**config.mk**
```make
export PLATFORM = sky130hd
export DESIGN_NAME = cim_ternary_activation_flat
export DESIGN_NICKNAME = d
export VERILOG_FILES = /design/src/rtl/cim_ternary_pkg.sv /design/src/rtl/cim_ternary_activation_if.sv /design/src/rtl/cim_act_lane.sv /design/src/rtl/cim_ternary_activation.sv /design/src/flat_wrapper.sv
export SDC_FILE = /design/constraint.sdc
export NUM_CORES = 1
export LEC_CHECK = 0
export CAP_MARGIN = 20
export CORE_ASPECT_RATIO = 2
export CORE_UTILIZATION = 45
export CTS_BUF_LIST = sky130_fd_sc_hd__clkbuf_8
export CTS_CLUSTER_DIAMETER = 50
export DETAILED_ROUTE_END_ITERATION = 8
export PLACE_DENSITY_LB_ADDON = 0.15
export SYNTH_ARGS = -nofsm -noshare
export SYNTH_HDL_FRONTEND = slang
export SYNTH_SLANG_ARGS = --single-unit
```
**constraint.sdc**
```tcl
create_clock -name clk -period 8.6 [get_ports clk]
set_input_delay 1.72 -clock clk [delete_from_list [all_inputs] [get_ports clk]]
set_output_delay 1.72 -clock clk [all_outputs]
set_load 0.005 [all_outputs]
```
**src/rtl/cim_ternary_pkg.sv**
```systemverilog
// Shared trit encodings, FSM state type and saturation limits for the
// ternary activation stage behind the RRAM CIM crossbar.
package cim_ternary_pkg;

  localparam logic [1:0] TRIT_F = 2'b10;
  localparam logic [1:0] TRIT_U = 2'b00;
  localparam logic [1:0] TRIT_T = 2'b01;

  typedef enum logic [1:0] {
    IDLE  = 2'd0,
    ACCUM = 2'd1,
    HOLD  = 2'd2
  } state_t;

  // Two's-complement limits of a w-bit signed value (w <= 31).
  function automatic int sat_max(input int w);
    return (1 <<< (w - 1)) - 1;
  endfunction

  function automatic int sat_min(input int w);
    return -(1 <<< (w - 1));
  endfunction

endpackage

```
**src/rtl/cim_ternary_activation_if.sv**
```systemverilog
// Crossbar-result input and trit-vector valid/ready output of the activation stage.
interface cim_ternary_activation_if #(
  parameter int COLS = 16,
  parameter int IN_W = 8
);
  logic [COLS*IN_W-1:0] mac_result;
  logic                 mac_done;
  logic [COLS*2-1:0]    out_trits;
  logic                 out_valid;
  logic                 out_ready;

  modport master (
    output mac_result, mac_done, out_ready,
    input  out_trits, out_valid
  );

  modport slave (
    input  mac_result, mac_done, out_ready,
    output out_trits, out_valid
  );
endinterface

```
**src/rtl/cim_act_lane.sv**
```systemverilog
// One column: saturating partial-sum accumulator plus symmetric ternary
// comparator evaluated on the sum being written this cycle.
module cim_act_lane
  import cim_ternary_pkg::*;
#(
  parameter int IN_W  = 8,
  parameter int ACC_W = 12,
  parameter int THR_W = 8
) (
  input  logic                    clk,
  input  logic                    rst_n,
  input  logic                    load,
  input  logic                    accum,
  input  logic                    clear,
  input  logic signed [IN_W-1:0]  mac,
  input  logic        [THR_W-1:0] thr,
  output logic        [1:0]       trit,
  output logic                    sat
);

  localparam logic signed [ACC_W:0] HI = (ACC_W+1)'(sat_max(ACC_W));
  localparam logic signed [ACC_W:0] LO = (ACC_W+1)'(sat_min(ACC_W));

  function automatic logic signed [ACC_W-1:0] saturate(input logic signed [ACC_W:0] v);
    if (v > HI)      return ACC_W'(HI);
    else if (v < LO) return ACC_W'(LO);
    else             return ACC_W'(v);
  endfunction

  logic signed [ACC_W-1:0] acc;
  logic signed [ACC_W-1:0] sum;
  logic signed [ACC_W:0]   base;
  logic signed [ACC_W:0]   wide;
  logic signed [ACC_W:0]   sum_x;
  logic signed [ACC_W:0]   thr_pos;
  logic signed [ACC_W:0]   thr_neg;

  // A load starts from zero, so the first partial never clamps.
  always_comb begin
    base    = load ? '0 : (ACC_W+1)'(acc);
    wide    = base + (ACC_W+1)'(mac);
    sum     = saturate(wide);
    sat     = accum && ((wide > HI) || (wide < LO));
    sum_x   = (ACC_W+1)'(sum);
    thr_pos = signed'((ACC_W+1)'(thr));
    thr_neg = -thr_pos;
    trit    = TRIT_U;
    if (sum_x > thr_pos)      trit = TRIT_T;
    else if (sum_x < thr_neg) trit = TRIT_F;
  end

  always_ff @(posedge clk or negedge rst_n) begin
    if (!rst_n)              acc <= '0;
    else if (clear)          acc <= '0;
    else if (load || accum)  acc <= sum;
  end

endmodule

```
**src/rtl/cim_ternary_activation.sv**
```systemverilog
// Accumulates row-tile partial sums per column, ternarizes the finished group
// and holds the trit vector on a valid/ready output.
module cim_ternary_activation
  import cim_ternary_pkg::*;
#(
  parameter int COLS   = 16,
  parameter int IN_W   = 8,
  parameter int ACC_W  = 12,
  parameter int TILE_W = 4,
  parameter int THR_W  = 8
) (
  input  logic                  clk,
  input  logic                  rst_n,
  cim_ternary_activation_if.slave bus,
  input  logic [TILE_W-1:0]     cfg_num_tiles,
  input  logic [THR_W-1:0]      cfg_threshold,
  input  logic                  clear_flags,
  output logic                  busy,
  output logic                  sat_flag,
  output logic                  overrun_flag
);

  state_t              state;
  logic [TILE_W-1:0]   cnt;
  logic [TILE_W-1:0]   cnt_nxt;
  logic [TILE_W-1:0]   num_lat;
  logic [TILE_W-1:0]   num_eff;
  logic [THR_W-1:0]    thr_lat;
  logic [THR_W-1:0]    thr_use;
  logic                handshake;
  logic                start;
  logic                step;
  logic                drop;
  logic                clear_acc;
  logic                finalize;
  logic [COLS*2-1:0]   trits;
  logic [COLS-1:0]     sat_vec;

  // A group can start from IDLE or back-to-back with the HOLD handshake; the
  // starting partial must see the fresh config, hence thr_use bypasses thr_lat.
  always_comb begin
    handshake = bus.out_valid && bus.out_ready;
    start     = bus.mac_done && ((state == IDLE) || ((state == HOLD) && handshake));
    step      = bus.mac_done && (state == ACCUM);
    drop      = bus.mac_done && (state == HOLD) && !handshake;
    clear_acc = (state == HOLD) && handshake && !bus.mac_done;
    num_eff   = (cfg_num_tiles == '0) ? TILE_W'(1) : cfg_num_tiles;
    cnt_nxt   = cnt + 1'b1;
    thr_use   = start ? cfg_threshold : thr_lat;
    finalize  = (start && (num_eff == TILE_W'(1))) || (step && (cnt_nxt == num_lat));
  end

  for (genvar c = 0; c < COLS; c++) begin : g_lane
    cim_act_lane #(
      .IN_W  (IN_W),
      .ACC_W (ACC_W),
      .THR_W (THR_W)
    ) u_lane (
      .clk   (clk),
      .rst_n (rst_n),
      .load  (start),
      .accum (step),
      .clear (clear_acc),
      .mac   (signed'(bus.mac_result[c*IN_W +: IN_W])),
      .thr   (thr_use),
      .trit  (trits[c*2 +: 2]),
      .sat   (sat_vec[c])
    );
  end

  always_ff @(posedge clk or negedge rst_n) begin
    if (!rst_n) begin
      state         <= IDLE;
      cnt           <= '0;
      num_lat       <= '0;
      thr_lat       <= '0;
      bus.out_trits <= '0;
      bus.out_valid <= 1'b0;
      sat_flag      <= 1'b0;
      overrun_flag  <= 1'b0;
    end else begin
      if (start) begin
        num_lat <= num_eff;
        thr_lat <= cfg_threshold;
        cnt     <= TILE_W'(1);
      end else if (step) begin
        cnt <= cnt_nxt;
      end else if (clear_acc) begin
        cnt <= '0;
      end

      if (finalize) begin
        bus.out_trits <= trits;
        bus.out_valid <= 1'b1;
        state         <= HOLD;
      end else if (start || step) begin
        bus.out_valid <= 1'b0;
        state         <= ACCUM;
      end else if (clear_acc) begin
        bus.out_valid <= 1'b0;
        state         <= IDLE;
      end

      // Set events take priority over a coincident clear.
      if (step && (|sat_vec)) sat_flag <= 1'b1;
      else if (clear_flags)   sat_flag <= 1'b0;

      if (drop)             overrun_flag <= 1'b1;
      else if (clear_flags) overrun_flag <= 1'b0;
    end
  end

  assign busy = (state != IDLE);

endmodule

```
**src/flat_wrapper.sv**
```systemverilog
// flat-port wrapper written by rule: the top's interface ports become plain ports
module cim_ternary_activation_flat import cim_ternary_pkg::*;
#(
  parameter int COLS   = 16,
  parameter int IN_W   = 8,
  parameter int ACC_W  = 12,
  parameter int TILE_W = 4,
  parameter int THR_W  = 8
)
  (clk, rst_n, cfg_num_tiles, cfg_threshold, clear_flags, busy, sat_flag, overrun_flag, bus_mac_result, bus_mac_done, bus_out_ready, bus_out_trits, bus_out_valid);
  cim_ternary_activation_if #(.COLS(COLS), .IN_W(IN_W)) bus_i ();
  input  logic clk;
  input  logic rst_n;
  input  logic [TILE_W-1:0] cfg_num_tiles;
  input  logic [THR_W-1:0] cfg_threshold;
  input  logic clear_flags;
  output logic busy;
  output logic sat_flag;
  output logic overrun_flag;
  input wire logic [$bits(bus_i.mac_result)-1:0] bus_mac_result;
  input wire logic [$bits(bus_i.mac_done)-1:0] bus_mac_done;
  input wire logic [$bits(bus_i.out_ready)-1:0] bus_out_ready;
  output wire logic [$bits(bus_i.out_trits)-1:0] bus_out_trits;
  output wire logic [$bits(bus_i.out_valid)-1:0] bus_out_valid;
  assign bus_i.mac_result = bus_mac_result;
  assign bus_i.mac_done = bus_mac_done;
  assign bus_i.out_ready = bus_out_ready;
  assign bus_out_trits = bus_i.out_trits;
  assign bus_out_valid = bus_i.out_valid;
  cim_ternary_activation #(.COLS(COLS), .IN_W(IN_W), .ACC_W(ACC_W), .TILE_W(TILE_W), .THR_W(THR_W)) u_core (.clk(clk), .rst_n(rst_n), .bus(bus_i), .cfg_num_tiles(cfg_num_tiles), .cfg_threshold(cfg_threshold), .clear_flags(clear_flags), .busy(busy), .sat_flag(sat_flag), .overrun_flag(overrun_flag));
endmodule
```
---- After elaboration in Yosys (flattened, before gate mapping) ----
Index checks and enable logic that the tools add are counted.
word-level totals
  output and inout port bits .............. 36
  flip-flop bits (word level) ............. 245
  bits of input ports ..................... 145
cells by class
  reductions and logical operators ........ 56
  eq/ne operators ......................... 4
  magnitude comparators ................... 64
  mux-type cells .......................... 126
  add/sub/neg operators ................... 18
operators by type and width
  operator                number
  $mux W12                64
  $add A13 B8 Y13         16
  $gt A13 B12 Y1 const B  16
  $lt A12 B13 Y1          16
  $lt A13 B12 Y1 const B  16
  $mux W13                16
  $gt A12 B9 Y1           16
  $mux W2                 35
  $logic_and A1 B1 Y1     26
  $logic_or A1 B1 Y1      19
  $mux W4                 4
  $reduce_or A16 Y1       1
  $neg A8 Y13             1
  $mux W8                 1
  $reduce_bool A2 Y1      4
  $mux W1                 6
  $reduce_bool A3 Y1      2
  $add A4 B1 Y4 const B   1
  $eq A4 B1 Y1 const B    1
  $eq A4 B4 Y1            1
  $logic_not A4 Y1        1
  $eq A2 B1 Y1 const B    1
  $eq A2 B2 Y1 const B    1
  $logic_not A1 Y1        2
  $logic_not A2 Y1        1

---- Longest topological paths before layout ----
  word-level depth ........................ 12
  mapped depth ............................ 28
  depth with buffers taken out ............ 24

---- By module ----
A second synthesis with hierarchy kept.
second synthesis, totals
  cells, all modules ...................... 4144
  area total of the unflattened synthesis .. 33794.9 µm²
modules (own cells, without submodules)
  module                                        area an instance (µm²)  cells each  instances  seq. area each (µm²)
  cim_act_lane at u_core.g_lane[13].u_lane ...  1909.3                  247         9          300.3
  cim_act_lane at u_core.g_lane[0].u_lane ...   2044.5                  252         6          300.3
  cim_ternary_activation                        2293.4                  152         1          1301.2
  cim_act_lane at u_core.g_lane[2].u_lane       2050.7                  257         1          300.3

---- Worst setup path after synthesis ----
Ideal clock, no wire load.
  path kind ............................... input-to-reg
  start ................................... input bus_out_ready
  end ..................................... register u_core.bus.out_trits[17]
  data arrival time ....................... 7136 ps
  stages .................................. 24
  required time ........................... 8534 ps
  slack ................................... 1398 ps
  path through ............................ nand2b_1 > nand3_1 > buf_1 > clkbuf_1 > clkbuf_1 > clkbuf_1 > and2_1 > ha_1 > a211oi_2 > o21bai_1 > a41o_1 > a311o_1 > xnor2_1 > nor2_1 > a21oi_1 > ha_1 > a21o_1 > a21o_1 > a21oi_1 > o21ai_0 > o21ai_0 > or3b_2 > o311ai_0 > o211a_1
between the ends
  word-level cells in the longest chain between the ends .. 12
  elaborated cells on any way between the ends .. 18
  those cells by class .................... add/sub: 2; order compare: 4; mux: 6; reduce/logical: 6
RTL lines
  what                     line                             source
  start, declared          flat_wrapper.sv:22               input wire logic [$bits(bus_i.out_ready)-1:0] bus_out_ready;
  $logic_and A1 B1 Y1 (*)  cim_ternary_activation.sv:42     handshake = bus.out_valid && bus.out_ready;
  $logic_and A1 B1 Y1 (*)  cim_ternary_activation.sv:43     start = bus.mac_done && ((state == IDLE) || ((state == HOLD) && handshake));
  $logic_or A1 B1 Y1 (*)   cim_ternary_activation.sv:43
  $logic_and A1 B1 Y1 (*)  cim_ternary_activation.sv:43
  $mux W13                 cim_act_lane.sv:40               base = load ? '0 : (ACC_W+1)'(acc);
  $add A13 B8 Y13          cim_act_lane.sv:41               wide = base + (ACC_W+1)'(mac);
  $lt A13 B12 Y1           cim_act_lane.sv:26               else if (v < LO) return ACC_W'(LO);
  $mux W12                 cim_act_lane.sv:26
  $mux W12                 cim_act_lane.sv:25               if (v > HI) return ACC_W'(HI);
  $lt A12 B13 Y1           cim_act_lane.sv:49               else if (sum_x < thr_neg) trit = TRIT_F;
  $mux W2                  cim_act_lane.sv:49
  $mux W2                  cim_act_lane.sv:48               if (sum_x > thr_pos) trit = TRIT_T;
  end signal, assigned     cim_ternary_activation.sv:93     bus.out_trits <= trits;
  end, declared            cim_ternary_activation_if.sv:19  output out_trits, out_valid
Mark *: on every way between the ends. The rest lies on a longest branch, timed or not.
A chain may end at the register's enable or synchronous reset.

---- Final worst setup path ----
  start ................................... input bus_out_ready
  end ..................................... register u_core.bus.out_trits[9]
The elaborated chain is that of the path after synthesis.

==> impl_table.tex <==
\begin{tabular}{lr}
\hline
Metric & Value \\
\hline
\multicolumn{2}{l}{\textbf{Floorplan}} \\
Die ar. & between 60000 and 70000 um2 \\
Die Ht & 348 um \\
Row count & roughly 130 \\
Chip width & $\sim$170 um \\
I/O pin count & about 180 \\
Initial standard-cell utilization of the core & between 40\% and 50\% \\
Area of the core region & a little under 60000 um2 \\
\multicolumn{2}{l}{\textbf{Global route}} \\
Global-route wire length before repair & $\sim$140 mm \\
Largest net degree at the start of global routing & 198 \\
Number of antenna violations at the first check in global routing & 3 \\
Via count of the first global-routing pass & 26100 \\
GRT Residual Overflow & 0 \\
All-Layer GR Usage & roughly 30\% \\
\multicolumn{2}{l}{\textbf{Critical path}} \\
Critical path endpoint category & register \\
Crit path required time & roughly 9 ns \\
Setup crit start kind & input pin \\
Class of the most critical setup path & input pin to register \\
Worst Path Max Fanout & 57 \\
Critical-path top delay cell & sky130\_fd\_sc\_hd\_\_clkdlybuf4s50\_1 \\
Worst path arrival time & approximately 8.1 ns \\
Delay of the slowest cell on the worst path & 0.55 ns \\
Buffering stage count on the worst path with inverters included & 2 \\
Top cell family by delay on the critical path & simple AND/OR/NAND/NOR gates \\
\multicolumn{2}{l}{\textbf{Timing}} \\
Final min period & between 7 and 8 ns \\
Worst setup skew after layout & $\sim$0.028 ns \\
Pins Over Slew Limit & 0 \\
Highest achievable clock rate & around 0.13 GHz \\
RSZ-0062 raised after global routing & no \\
Final setup violating endpoints & 0 \\
Final clock period utilization by the worst path & between 80 and 90\% \\
Remaining max-slew budget at the tightest pin & around a quarter \\
Final total negative setup slack & 0 ns \\
Final hold violations & 0 \\
Measured slew at the worst slew-check pin & between 1 and 1.5 ns \\
\multicolumn{2}{l}{\textbf{Routing}} \\
Sum of met3 wire segment lengths after detailed routing & about 3.8 mm \\
Met2 Routed Length & 46.1 mm \\
Antenna-violating nets left & 0 \\
Number of remaining DRC errors & 0 \\
Via count & 25000 \\
Final wirelength & 90.3 mm \\
First-pass DRT Iterations & 6 \\
Via density & 6.22 \\
Number of violations reported at the end of detailed-routing iteration 0 & around 1500 \\
Met1 routed wirelength after detailed routing & approximately 36 mm \\
Top layer used by detailed routing & met5 \\
Mean routed wirelength per cell & roughly 22 um \\
\multicolumn{2}{l}{\textbf{Synthesis}} \\
Post-synthesis net count & 3701 \\
Warnings from Yosys & 0 \\
Leading cell types by total area after synthesis & sky130\_fd\_sc\_hd\_\_ha\_1 24\%, sky130\_fd\_sc\_hd\_\_dfrtp\_1 23\%, sky130\_fd\_sc\_hd\_\_a22o\_1 5.2\% \\
Total of flip-flops plus latches after synthesis & roughly 240 \\
Dominant combinational cell family by area after synthesis & compound AO/OA/AOI/OAI gates \\
Share of synthesized area spent on multiplexers & less than 1\% \\
Synthesized-area fraction occupied by adder cells & between 20 and 30\% \\
Number of enable-type register cells in the synthesized netlist & 0 \\
Top\_reg\_cell synth & sky130\_fd\_sc\_hd\_\_dfrtp\_1 \\
Cell variety after synth & 76 \\
Mapped cell area & $\sim$27000 um2 \\
Synthesized netlist cell count & approximately 3000 \\
Largest area contributor in the netlist & sky130\_fd\_sc\_hd\_\_ha\_1 \\
Xor/xnor cell area share of the yosys netlist & between 5 and 6\% \\
Top-area cell type share of the netlist area & a little under a quarter \\
Compound-gate portion of the synthesized area & approximately 28\% \\
Share of the yosys chip area belonging to registers & about 23\% \\
Simple-gate area share of the yosys netlist & between 10\% and 20\% \\
Share of async-settable or async-resettable flops after synthesis & between 90\% and 100\% \\
Mean instance size in the synthesized netlist & approximately 8.9 um2 \\
\multicolumn{2}{l}{\textbf{Clocking}} \\
Clock root buffer & sky130\_fd\_sc\_hd\_\_clkbuf\_8 \\
Setup repair bufs after CTS & 0 \\
\# clock sinks & 244 \\
Maximum clock path buffer count & 3 \\
Number of levels the H-tree was split into & 2 \\
Cells resized by post-CTS repair & 0 \\
Post-CTS Hold Buffers & 0 \\
Clock tree from TritonCTS & done \\
Clock-pin slew on the worst setup and hold paths & about 0.07 ns \\
Cts bufs inserted & 44 \\
Clock latency at the later pin of the worst-skew pair & around 0.64 ns \\
\multicolumn{2}{l}{\textbf{Finish}} \\
Leading cell type in the layout, fill and taps excluded & sky130\_fd\_sc\_hd\_\_ha\_1 \\
Area grow syn2layout & 14.9\% \\
Leading cell types in the layout, fill and taps excluded & 514 x sky130\_fd\_sc\_hd\_\_ha\_1, 248 x sky130\_fd\_sc\_hd\_\_a21oi\_1, 244 x sky130\_fd\_sc\_hd\_\_dfrtp\_1 \\
Fillers & roughly 5600 \\
Nets & approximately 3900 \\
Share of layout cells above drive strength 1 & 5.60\% \\
\multicolumn{2}{l}{\textbf{Flow run}} \\
Count of max-cap constraint violations & 0 \\
\multicolumn{2}{l}{\textbf{Run status}} \\
Status & completed \\
\multicolumn{2}{l}{\textbf{Placement}} \\
Final GP Congestion & just under 0.9 \\
DPL Wire Length & approximately 66 mm \\
Number of buffers inserted by port buffering & 180 \\
\multicolumn{2}{l}{\textbf{Min path}} \\
Hold crit path type & register to register \\
\hline
\end{tabular}
==> final cells by class <==
type	count	area [um2]	area share [%]
Timing Repair Buffer	234	2250	7.30
Clock buffer	52	716	2.32
Antenna cell	1	2.50	0.00811
Sequential cell	244	6110	19.8
Tap cell	768	961	3.11
Inverter	76	285	0.924
Clock inverter	25	194	0.628
Multi-Input combinational cell	2618	20400	65.9
==> synth_stat cells (all sizes together), types with 6 or more instances <==
| master | number |
|---|---|
| ha | 514 |
| a21oi | 248 |
| dfrtp | 244 |
| o21ai | 226 |
| and2 | 200 |
| a22o | 161 |
| nand2 | 151 |
| nor2 | 148 |
| a21o | 116 |
| xnor2 | 97 |
| clkbuf | 86 |
| o21a | 85 |
| inv | 76 |
| xor2 | 60 |
| nor2b | 59 |
| nand2b | 55 |
| a211oi | 43 |
| nand4 | 40 |
| o21bai | 36 |
| nand3 | 33 |
| nor3 | 28 |
| a31oi | 24 |
| o31ai | 21 |
| maj3 | 20 |
| o211ai | 18 |
| or2 | 18 |
| and3 | 17 |
| fa | 16 |
| a311oi | 14 |
| a21boi | 13 |
| mux2i | 13 |
| a2111oi | 11 |
| mux2 | 10 |
| a211o | 9 |
| or3 | 9 |
| o2111ai | 8 |
| a41oi | 6 |
| and4 | 6 |
| o311ai | 6 |
==> worst min-delay path, cell delays in order, from the launching register on <==
cell and delay, ns:
sky130_fd_sc_hd__dfrtp_1 0.33, sky130_fd_sc_hd__nand2_1 0.05, sky130_fd_sc_hd__o21ai_0 0.06
==> registers in the layout (all words and copies together) (netlist names) <==
signal / flops
u_core.state: 2
u_core.g_lane.u_lane.acc: 192
u_core.bus.out_trits: 32
u_core.num_lat: 4
u_core.thr_lat: 8
u_core.sat_flag: 1
u_core.cnt: 4
u_core.overrun_flag: 1
==> kinds of logic after synthesis <==
kind of cell	count (synthesis)
AO/OA/AOI/OAI	1100
XOR/XNOR	157
adder cells (fa/ha/maj)	550
buffers and inverters	164
flip-flops	244
multiplexers	23
AND/OR/NAND/NOR	788
==> through the flow <==
step	utilization, %	instance area (um2)	worst slack, ns	hold slack, ns	cells
floorplan	-	26900	1.40	0.440	3026
global placement	50.8	29900	0.737	0.456	3935
detailed placement	50.8	29900	0.526	0.462	3936
CTS	52.3	30800	1.18	0.477	4013
global route	52.4	30900	0.664	0.500	4018
finish	52.4	30900	1.08	0.473	4018
==> worst paths after layout <==
check                                                     from                               to  slack [ns]  cells past startpoint
worst max-delay path                             bus_out_ready          u_core.bus.out_trits[9]        1.08                     25
worst min-delay path            u_core.g_lane[7].u_lane.acc[8]   u_core.g_lane[7].u_lane.acc[8]        0.47                      2
worst max register to register                 u_core.state[1]          u_core.bus.out_trits[9]        2.27                     24
worst min register to register  u_core.g_lane[7].u_lane.acc[8]   u_core.g_lane[7].u_lane.acc[8]        0.47                      2
max in group asynchronous                                rst_n  u_core.g_lane[13].u_lane.acc[0]        6.01                      2
min in group asynchronous                                rst_n  u_core.g_lane[15].u_lane.acc[6]        1.12                      1
==> metal layers <==
metal / GRT usage (%) / vias to the layer above
met3: 3.31 / 236
li1: - / 11800
met1: 33.5 / 12200
met2: 54.1 / 733
met4: 15.1 / 4
met5: 0 / -
Power is not shown: default switching activity piles up to over one toggle a cycle in this logic, so the estimate is an artifact.
